[src/rtl/mixer_pkg.sv]
// Shared types and helpers for the layer mixer: 4:4:4 and 8:8:8 colour
// structs, fade FSM states and the nibble-to-byte colour expansion.
package mixer_pkg;

  typedef struct packed {
    logic [3:0] r;
    logic [3:0] g;
    logic [3:0] b;
  } colr12_t;

  typedef struct packed {
    logic [7:0] r;
    logic [7:0] g;
    logic [7:0] b;
  } rgb24_t;

  typedef enum logic [1:0] {
    ST_BRIGHT   = 2'd0,
    ST_FADE_OUT = 2'd1,
    ST_DARK     = 2'd2,
    ST_FADE_IN  = 2'd3
  } fade_state_t;

  localparam logic [4:0] L_MAX = 5'd16;

  // Replicating the nibble gives c*17, so 4'hF maps to full-scale 8'hFF.
  function automatic logic [7:0] expand4to8(input logic [3:0] c);
    return {c, c};
  endfunction

endpackage

[src/rtl/fade_ctrl.sv]
// Global fade controller: brightness level 0..16 stepped once every
// FADE_FRAMES frame pulses while a fade is in progress.
module fade_ctrl
  import mixer_pkg::*;
#(
  parameter int FADE_FRAMES = 2
) (
  input  logic       i_clk_25,
  input  logic       i_rst_n,
  input  logic       i_frame,
  input  logic       i_fade_out_req,
  input  logic       i_fade_in_req,
  output logic [4:0] o_level,
  output logic       o_busy,
  output logic       o_done
);

  localparam int CNT_W = (FADE_FRAMES > 1) ? $clog2(FADE_FRAMES) : 1;
  localparam logic [CNT_W-1:0] CNT_LAST = CNT_W'(FADE_FRAMES - 1);

  fade_state_t      state_q, state_d;
  logic [4:0]       level_q, level_d;
  logic [CNT_W-1:0] cnt_q, cnt_d;
  logic             done_q, done_d;
  logic [4:0]       level_dn, level_up;

  assign level_dn = (level_q == 5'd0) ? 5'd0 : level_q - 5'd1;
  assign level_up = (level_q >= L_MAX) ? L_MAX : level_q + 5'd1;

  // NOTE: every always_comb output gets a default first so no path can infer a latch.
  always_comb begin
    state_d = state_q;
    level_d = level_q;
    cnt_d   = cnt_q;
    done_d  = 1'b0;
    unique case (state_q)
      ST_BRIGHT: if (i_fade_out_req) begin
        state_d = ST_FADE_OUT;
        cnt_d   = '0;
      end
      ST_DARK: if (i_fade_in_req && !i_fade_out_req) begin
        state_d = ST_FADE_IN;
        cnt_d   = '0;
      end
      ST_FADE_OUT: begin
        if (i_fade_in_req && !i_fade_out_req) begin
          state_d = ST_FADE_IN;
          cnt_d   = '0;
        end else if (i_frame) begin
          if (cnt_q == CNT_LAST) begin
            cnt_d   = '0;
            level_d = level_dn;
            if (level_dn == 5'd0) begin
              state_d = ST_DARK;
              done_d  = 1'b1;
            end
          end else begin
            cnt_d = cnt_q + 1'b1;
          end
        end
      end
      ST_FADE_IN: begin
        if (i_fade_out_req) begin
          state_d = ST_FADE_OUT;
          cnt_d   = '0;
        end else if (i_frame) begin
          if (cnt_q == CNT_LAST) begin
            cnt_d   = '0;
            level_d = level_up;
            if (level_up == L_MAX) begin
              state_d = ST_BRIGHT;
              done_d  = 1'b1;
            end
          end else begin
            cnt_d = cnt_q + 1'b1;
          end
        end
      end
      default: state_d = ST_BRIGHT;
    endcase
  end

  // NOTE: sequential state is updated with non-blocking assignments only.
  always_ff @(posedge i_clk_25 or negedge i_rst_n) begin
    if (!i_rst_n) begin
      state_q <= ST_BRIGHT;
      level_q <= L_MAX;
      cnt_q   <= '0;
      done_q  <= 1'b0;
    end else begin
      state_q <= state_d;
      level_q <= level_d;
      cnt_q   <= cnt_d;
      done_q  <= done_d;
    end
  end

  assign o_level = level_q;
  assign o_busy  = (state_q == ST_FADE_OUT) || (state_q == ST_FADE_IN);
  assign o_done  = done_q;

endmodule

[src/rtl/layer_mixer.sv]
// Final pixel stage: sprite layer priority/transparency, background fill,
// global fade and sync delay so RGB, syncs and blank leave aligned.
module layer_mixer
  import mixer_pkg::*;
#(
  parameter int          LAYERS      = 4,
  parameter logic [3:0]  TRANS_IDX   = 4'd0,
  parameter int          SYNC_DLY    = 2,
  parameter int          FADE_FRAMES = 2,
  parameter logic [11:0] BG_COLR     = 12'h000
) (
  input  logic                 i_clk_25,
  input  logic                 i_rst_n,
  input  logic [LAYERS-1:0]    i_lyr_drawing,
  input  logic [4*LAYERS-1:0]  i_lyr_pix,
  input  logic [12*LAYERS-1:0] i_lyr_colr,
  input  logic                 i_hsync,
  input  logic                 i_vsync,
  input  logic                 i_de,
  input  logic                 i_frame,
  input  logic                 i_fade_out_req,
  input  logic                 i_fade_in_req,
  output logic [7:0]           o_r,
  output logic [7:0]           o_g,
  output logic [7:0]           o_b,
  output logic                 o_hsync,
  output logic                 o_vsync,
  output logic                 o_blank_n,
  output logic                 o_fade_busy,
  output logic                 o_fade_done
);

  localparam int DLY = SYNC_DLY + 2;

  typedef struct packed {
    logic hs;
    logic vs;
    logic de;
  } sync_t;

  logic [4:0] level;
  colr12_t    win_q, win_d;
  rgb24_t     rgb_q, rgb_d;
  sync_t      sync_q [DLY];
  sync_t      sync_d [DLY];

  fade_ctrl #(.FADE_FRAMES(FADE_FRAMES)) u_fade (
    .i_clk_25       (i_clk_25),
    .i_rst_n        (i_rst_n),
    .i_frame        (i_frame),
    .i_fade_out_req (i_fade_out_req),
    .i_fade_in_req  (i_fade_in_req),
    .o_level        (level),
    .o_busy         (o_fade_busy),
    .o_done         (o_fade_done)
  );

  function automatic logic [7:0] scale8(input logic [7:0] c8, input logic [4:0] lvl);
    logic [12:0] prod;
    prod = 13'(c8) * 13'(lvl);
    if (lvl >= L_MAX) return c8;
    return prod[11:4];
  endfunction

  // Walk from lowest to highest priority so the lowest-index opaque layer lands last.
  always_comb begin
    win_d = colr12_t'(BG_COLR);
    for (int k = LAYERS - 1; k >= 0; k--) begin
      if (i_lyr_drawing[k] && (i_lyr_pix[4*k +: 4] != TRANS_IDX))
        win_d = colr12_t'(i_lyr_colr[12*k +: 12]);
    end
  end

  // Colour lags timing by SYNC_DLY, so the tap one stage before the output
  // lines up with the winner held in stage 1.
  always_comb begin
    rgb_d = '0;
    if (sync_q[DLY-2].de) begin
      rgb_d.r = scale8(expand4to8(win_q.r), level);
      rgb_d.g = scale8(expand4to8(win_q.g), level);
      rgb_d.b = scale8(expand4to8(win_q.b), level);
    end
  end

  always_comb begin
    sync_d[0] = '{hs: i_hsync, vs: i_vsync, de: i_de};
    for (int i = 1; i < DLY; i++) sync_d[i] = sync_q[i-1];
  end

  // NOTE: the delay line is a handful of flops, not a RAM, so it takes a reset
  // value (syncs idle high, de low) like any other register.
  always_ff @(posedge i_clk_25 or negedge i_rst_n) begin
    if (!i_rst_n) begin
      win_q <= '0;
      rgb_q <= '0;
      for (int i = 0; i < DLY; i++) sync_q[i] <= '{hs: 1'b1, vs: 1'b1, de: 1'b0};
    end else begin
      win_q <= win_d;
      rgb_q <= rgb_d;
      for (int i = 0; i < DLY; i++) sync_q[i] <= sync_d[i];
    end
  end

  assign o_r       = rgb_q.r;
  assign o_g       = rgb_q.g;
  assign o_b       = rgb_q.b;
  assign o_hsync   = sync_q[DLY-1].hs;
  assign o_vsync   = sync_q[DLY-1].vs;
  assign o_blank_n = sync_q[DLY-1].de;

endmodule

[config.mk]
export PLATFORM = sky130hd
export DESIGN_NAME = layer_mixer
export DESIGN_NICKNAME = d
export VERILOG_FILES = /design/src/rtl/mixer_pkg.sv /design/src/rtl/fade_ctrl.sv /design/src/rtl/layer_mixer.sv
export SDC_FILE = /design/constraint.sdc
export NUM_CORES = 1
export LEC_CHECK = 0
export BUFFER_PORTS_ARGS = -buffer_cell sky130_fd_sc_hd__buf_4
export CELL_PAD_IN_SITES_DETAIL_PLACEMENT = 1
export CELL_PAD_IN_SITES_GLOBAL_PLACEMENT = 1
export CORE_ASPECT_RATIO = 1.2
export CORE_MARGIN = 5
export CORE_UTILIZATION = 46
export CTS_CLUSTER_DIAMETER = 200
export DETAILED_ROUTE_END_ITERATION = 6
export PLACE_DENSITY = 0.95
export SETUP_SLACK_MARGIN = 0.02
export SLEW_MARGIN = 20
export SYNTH_ARGS = -nofsm -noshare
export SYNTH_HDL_FRONTEND = slang
export SYNTH_SLANG_ARGS = --single-unit
[constraint.sdc]
create_clock -name i_clk_25 -period 6.5 [get_ports i_clk_25]
set_input_delay 0.975 -clock i_clk_25 [delete_from_list [all_inputs] [get_ports i_clk_25]]
set_output_delay 0.975 -clock i_clk_25 [all_outputs]
set_load 0.02 [all_outputs]
After elaboration in Yosys (flattened, before gate mapping)
Cells that the tools add are included.
- word-level logic and storage cells: 114
- input bits: 76
- register bits: 57
- output and inout bits: 29
- add/subtract/negate cells: 3
- order comparisons: 1
- reductions and logical operators: 18
- multipliers: 3
- mux-type cells: 49
- equal/unequal tests: 18
- operator list (kind ; number):
    $mux W12 ; 4
    $mux W8 ; 6
    $mux W5 ; 8
    $mul A8 B5 Y12 ; 3
    $mux W24 ; 1
    $mux W2 ; 10
    $mux W1 ; 16
    $reduce_bool A4 Y1 ; 4
    $logic_not A5 Y1 ; 2
    $ne A2 B2 Y1 const B ; 5
    $pmux W5 S2 ; 1
    $ne A3 B2 Y1 const B ; 3
    $pmux W2 S4 ; 1
    $reduce_and A8 Y1 ; 1
    $reduce_and A7 Y1 ; 1
    $ne A2 B1 Y1 const B ; 3
    $ne A3 B1 Y1 const B ; 2
    $add A5 B1 Y5 const B ; 1
    $eq A5 B5 Y1 const B ; 1
    $ge A5 B5 Y1 const B ; 1
    $logic_and A1 B1 Y1 ; 5
    $sub A5 B1 Y5 const B ; 1
    $eq A2 B2 Y1 const B ; 2
    $pmux W1 S4 ; 1
    9 further kinds ; 9

Logic depth before layout (Yosys ltp)
- word-level depth: 8
- depth in mapped cells: 17
- depth with buffers taken out: 15

Cells and area by module
Synthesis repeated with hierarchy kept, for this count alone.
- cell total of the unflattened synthesis: 639
- area, all modules: 5680.4 um2
- by module, submodules not included (module ; sequential area each (um2) ; area each (um2) ; instances ; cells an instance):
    layer_mixer ; 1211.2 ; 4863.4 ; 1 ; 543
    fade_ctrl ; 226.5 ; 817.0 ; 1 ; 96

Least setup slack after synthesis
Ideal clock, no wire load.
- path kind: register to register
- start: reg u_fade.level_q[4], in the netlist u_fade.o_level[4]
- end: reg rgb_q (netlist bit o_r[7])
- arrival time: 4.108 ns
- required time: 6.363 ns
- library setup time: 0.137 ns
- stages on the path, launching flop included: 15
- path slack: 2.255 ns
- path buffers: 2
- clock period less this slack: 4.245 ns
- cells stage by stage: dfstp_2 -> clkbuf_1 -> clkbuf_1 -> nand2_1 -> fa_1 -> fa_1 -> fa_1 -> inv_1 -> ha_1 -> a21o_1 -> a31oi_4 -> o21ai_2 -> a311oi_2 -> xnor2_1 -> a21oi_1
- RTL lines (element ; RTL line ; RTL):
    start: declaration ; fade_ctrl.sv:22 ; logic [4:0] level_q, level_d;
    start signal: assignment ; fade_ctrl.sv:92 ; level_q <= level_d;
    end signal: assignment ; layer_mixer.sv:99 ; rgb_q <= rgb_d;
    end: declaration ; layer_mixer.sv:43 ; rgb24_t rgb_q, rgb_d;

==> impl_metrics.py <==
metrics = {
    "setup_path": {
        "critPathCaptureType": "flop",
        "worstSetupStartpointType": "flop",
        "rr_worst_depth": 14,
        "timing.critical_path.from": "u_fade.o_level[4]",
        "setup.worst_path.class": "reg2reg",
        "regToRegEndpoint": "o_r[6]",
        "critical_path.endpoint": "o_r[6]",
        "timing.reg2reg.setup_slack_ps": 1950,
        "worstPathArrival_ps": 4740,
        "crit_required_ps": 6690,
        "worstPathMaxFanout": 29,
        "critical_register_to_register_path_startpoint": "u_fade.o_level[4]",
    },
    "yosys": {
        "async_reset_ff_frac": 1.00,
        "synth_sequential_area_ratio": 0.263,
        "postSynthRegisterBits": 57,
        "synth.lib_cells_used.distinct": 53,
        "synth_enable_flop_cells": 0,
        "synth.cell_area_mm2": 0.00546,
        "postSynthCellCount": 614,
        "dominantRegCellSynth": "dfrtp_1",
        "average_footprint_of_a_synthesized_cell_um2": 8.90,
        "ys.warnings.count": 0,
        "synth_nets": 793,
    },
    "final_layout": {
        "nets": 886,
        "final_cell_mix": "buf_4 (105), inv_1 (97), nand2_1 (87), ha_1 (61), o21ai_0 (52)",
        "share_of_final_layout_standard_cells_stronger_than_drive_strength_1": 0.198,
        "flow.area_growth_from_synthesis_pct": 21.7,
        "insertedDiodeCount": 0,
        "layout_commonest_cell": "buf_4",
    },
    "die": {
        "fp.dieH_um": 129,
        "initial_util": 0.470,
        "core-area_mm2": 0.0116,
        "fp-row-count": 43,
        "fp.dieArea_mm2": 0.0142,
        "fp.dieW_um": 109,
        "ioPinCount": 105,
    },
    "worst_hold_path": {
        "hold_path_class": "reg2reg",
    },
    "detailed_routing": {
        "wire_per_inst_um": 20.5,
        "drt-total-wl_mm": 17.8,
        "viasPerCell": 5.64,
        "violation_count_after_the_first_detailed_routing_iteration": 308,
        "detail_route.first_pass.iterations": 4,
        "drt.antenna.violating_nets": 0,
        "route.detailed.drc": 0,
        "via_count": 4899,
    },
    "clock_network": {
        "numClockSinks": 57,
        "clk_pin_slew_ps": 60,
        "clock_tree.htree_level_count": 3,
        "clock_tree_from_tritoncts": "yes",
        "clk_latency_ps": 340,
        "cts.repair.resized": 0,
        "number_of_buffers_inserted_to_repair_setup_after_cts": 0,
        "post_cts_hold_buffer_count": 0,
        "cts_made_buffers": 9,
        "clock-root-buffer": "clkbuf_16",
        "cts.path.max_buffers": 2,
    },
    "grt": {
        "grt_overflow_total": 0,
        "gr-usage-all-layers": 0.269,
        "grt_antenna_before_repair": 0,
        "grt_pass1_wl_mm": 29.1,
        "first_global_vias": 5715,
        "largest_net_degree_at_the_start_of_global_routing": 58,
    },
    "timing": {
        "final_critical_path_setup_slack_ps": 1950,
        "grt_setup_unrepaired": "false",
        "final_min_period_over_clock_period": 0.700,
        "fin_setup_tns_ps": 0,
        "skew_ps": 5.32,
        "maximum_achievable_frequency_ghz": 0.220,
        "hold_violations": 0,
        "slew-limit-headroom": 0.448,
        "drv_slew": 0,
        "worst-slew-pin-transition_ps": 824,
        "setup_viol_count_final": 0,
        "final_period_demand_of_the_worst_path_ps": 4550,
    },
    "place": {
        "finalWeightedCongestion": 0.905,
        "hpwl_mm": 13.8,
        "numPortBuffers": 104,
        "dpl_worst_slack_ps": 2040,
    },
    "power": {
        "vdd_ir_drop_max_v": 0.000143,
        "power_per_cell_area_mw_per_mm2": 414,
        "p_leak_nw": 3.45,
    },
    "flow_run": {
        "timing.max_cap.violations": 0,
    },
    "status": {
        "run_status": "complete, no violations",
    },
}
==> area by class of cell <==
class,instances,area [µm²]
inverter,97,364
multi-input combinational,437,3560
clock buffer,9,225
tap,157,196
sequential,57,1440
clock inverter,7,77.6
fill,1385,4970
timing repair buffer,105,788
==> flip-flops by register name, indices dropped and copies added, names as in the netlist <==
| signal | count |
|---|---|
| win_q | 12 |
| sync_d | 9 |
| o_b | 8 |
| o_g | 8 |
| o_r | 8 |
| u_fade.o_level | 5 |
| u_fade.state_q | 2 |
| o_blank_n | 1 |
| o_hsync | 1 |
| o_vsync | 1 |
| u_fade.cnt_q | 1 |
| u_fade.o_done | 1 |
==> metrics by stage <==
stage | area (µm²) | total power [mW] | instances | utilization | hold slack [ps]
finish | 6650 | 2.75 | 869 | 0.572 | 352
global route | 6650 | 2.96 | 869 | 0.572 | 363
CTS | 6650 | 2.75 | 869 | 0.572 | 353
detailed placement | 6350 | 2.20 | 853 | 0.546 | 340
global placement | 6350 | 2.02 | 853 | 0.546 | 333
floorplan | 5460 | 1.68 | 614 | - | 331
==> routing by layer <==
| layer | vias to the layer above | share of wire | GRT usage |
|---|---|---|---|
| met5 | - | 0 | 0 |
| met4 | 0 | 0.042 | 0.132 |
| met3 | 57 | 0.052 | 0.0528 |
| met2 | 196 | 0.55 | 0.502 |
| met1 | 2442 | 0.35 | 0.284 |
| li1 | 2204 | - | - |
==> synthesized netlist by cell type (all sizes together), types with 12 or more instances <==
| library cell | instances | area (µm²) |
|---|---|---|
| xnor2 | 19 | 166 |
| fa | 42 | 841 |
| xor2 | 15 | 131 |
| a21oi | 32 | 171 |
| nand2 | 87 | 327 |
| a22oi | 12 | 90.1 |
| and2 | 26 | 165 |
| ha | 61 | 763 |
| inv | 97 | 364 |
| clkbuf | 19 | 71.3 |
| nor2 | 14 | 52.6 |
| o21ai | 57 | 289 |
| dfrtp | 48 | 1200 |
==> worst min path at each step <==
stage | startpoint | end | slack (ps) | cells after the start
after detailed placement | sync_d[3] | sync_d[0] | 340 | 0
final | sync_d[3] | sync_d[0] | 350 | 0
after CTS | sync_d[6] | sync_d[3] | 350 | 0
after global placement | sync_d[3] | sync_d[0] | 330 | 0
after global routing | sync_d[8] | sync_d[5] | 360 | 0
after floorplan | sync_d[3] | sync_d[0] | 330 | 0
==> kinds of logic (layout without fill, tap and decap cells) <==
logic type | after synthesis | in the layout | share of synthesized area
DFF | 57 | 57 | 0.263
buffers and inverters | 120 | 218 | 0.0854
adders and majority gates | 103 | 103 | 0.294
and+or+nand+nor | 154 | 154 | 0.131
AOI/OAI and AO/OA | 144 | 144 | 0.169
muxes | 2 | 2 | 0.00366
xor gates and xnor gates | 34 | 34 | 0.0545
==> critical path, stage by stage (launching register included) <==
cell	delay (ps)
dfstp_2	880
nand2_1	240
inv_1	190
fa_1	440
fa_1	580
inv_1	70
fa_1	540
inv_1	40
ha_1	350
a21o_1	220
a21oi_1	170
nor2b_1	70
a311oi_1	340
xor2_1	170
o21ai_0	100
==> report_power, final <==
group	switching [mW]	internal, mW	total [mW]
registers	0.111	0.441	0.552
clock network	0.187	0.300	0.486
logic	1.02	0.695	1.71
No activity file was read; power rests on OpenSTA's default activity.
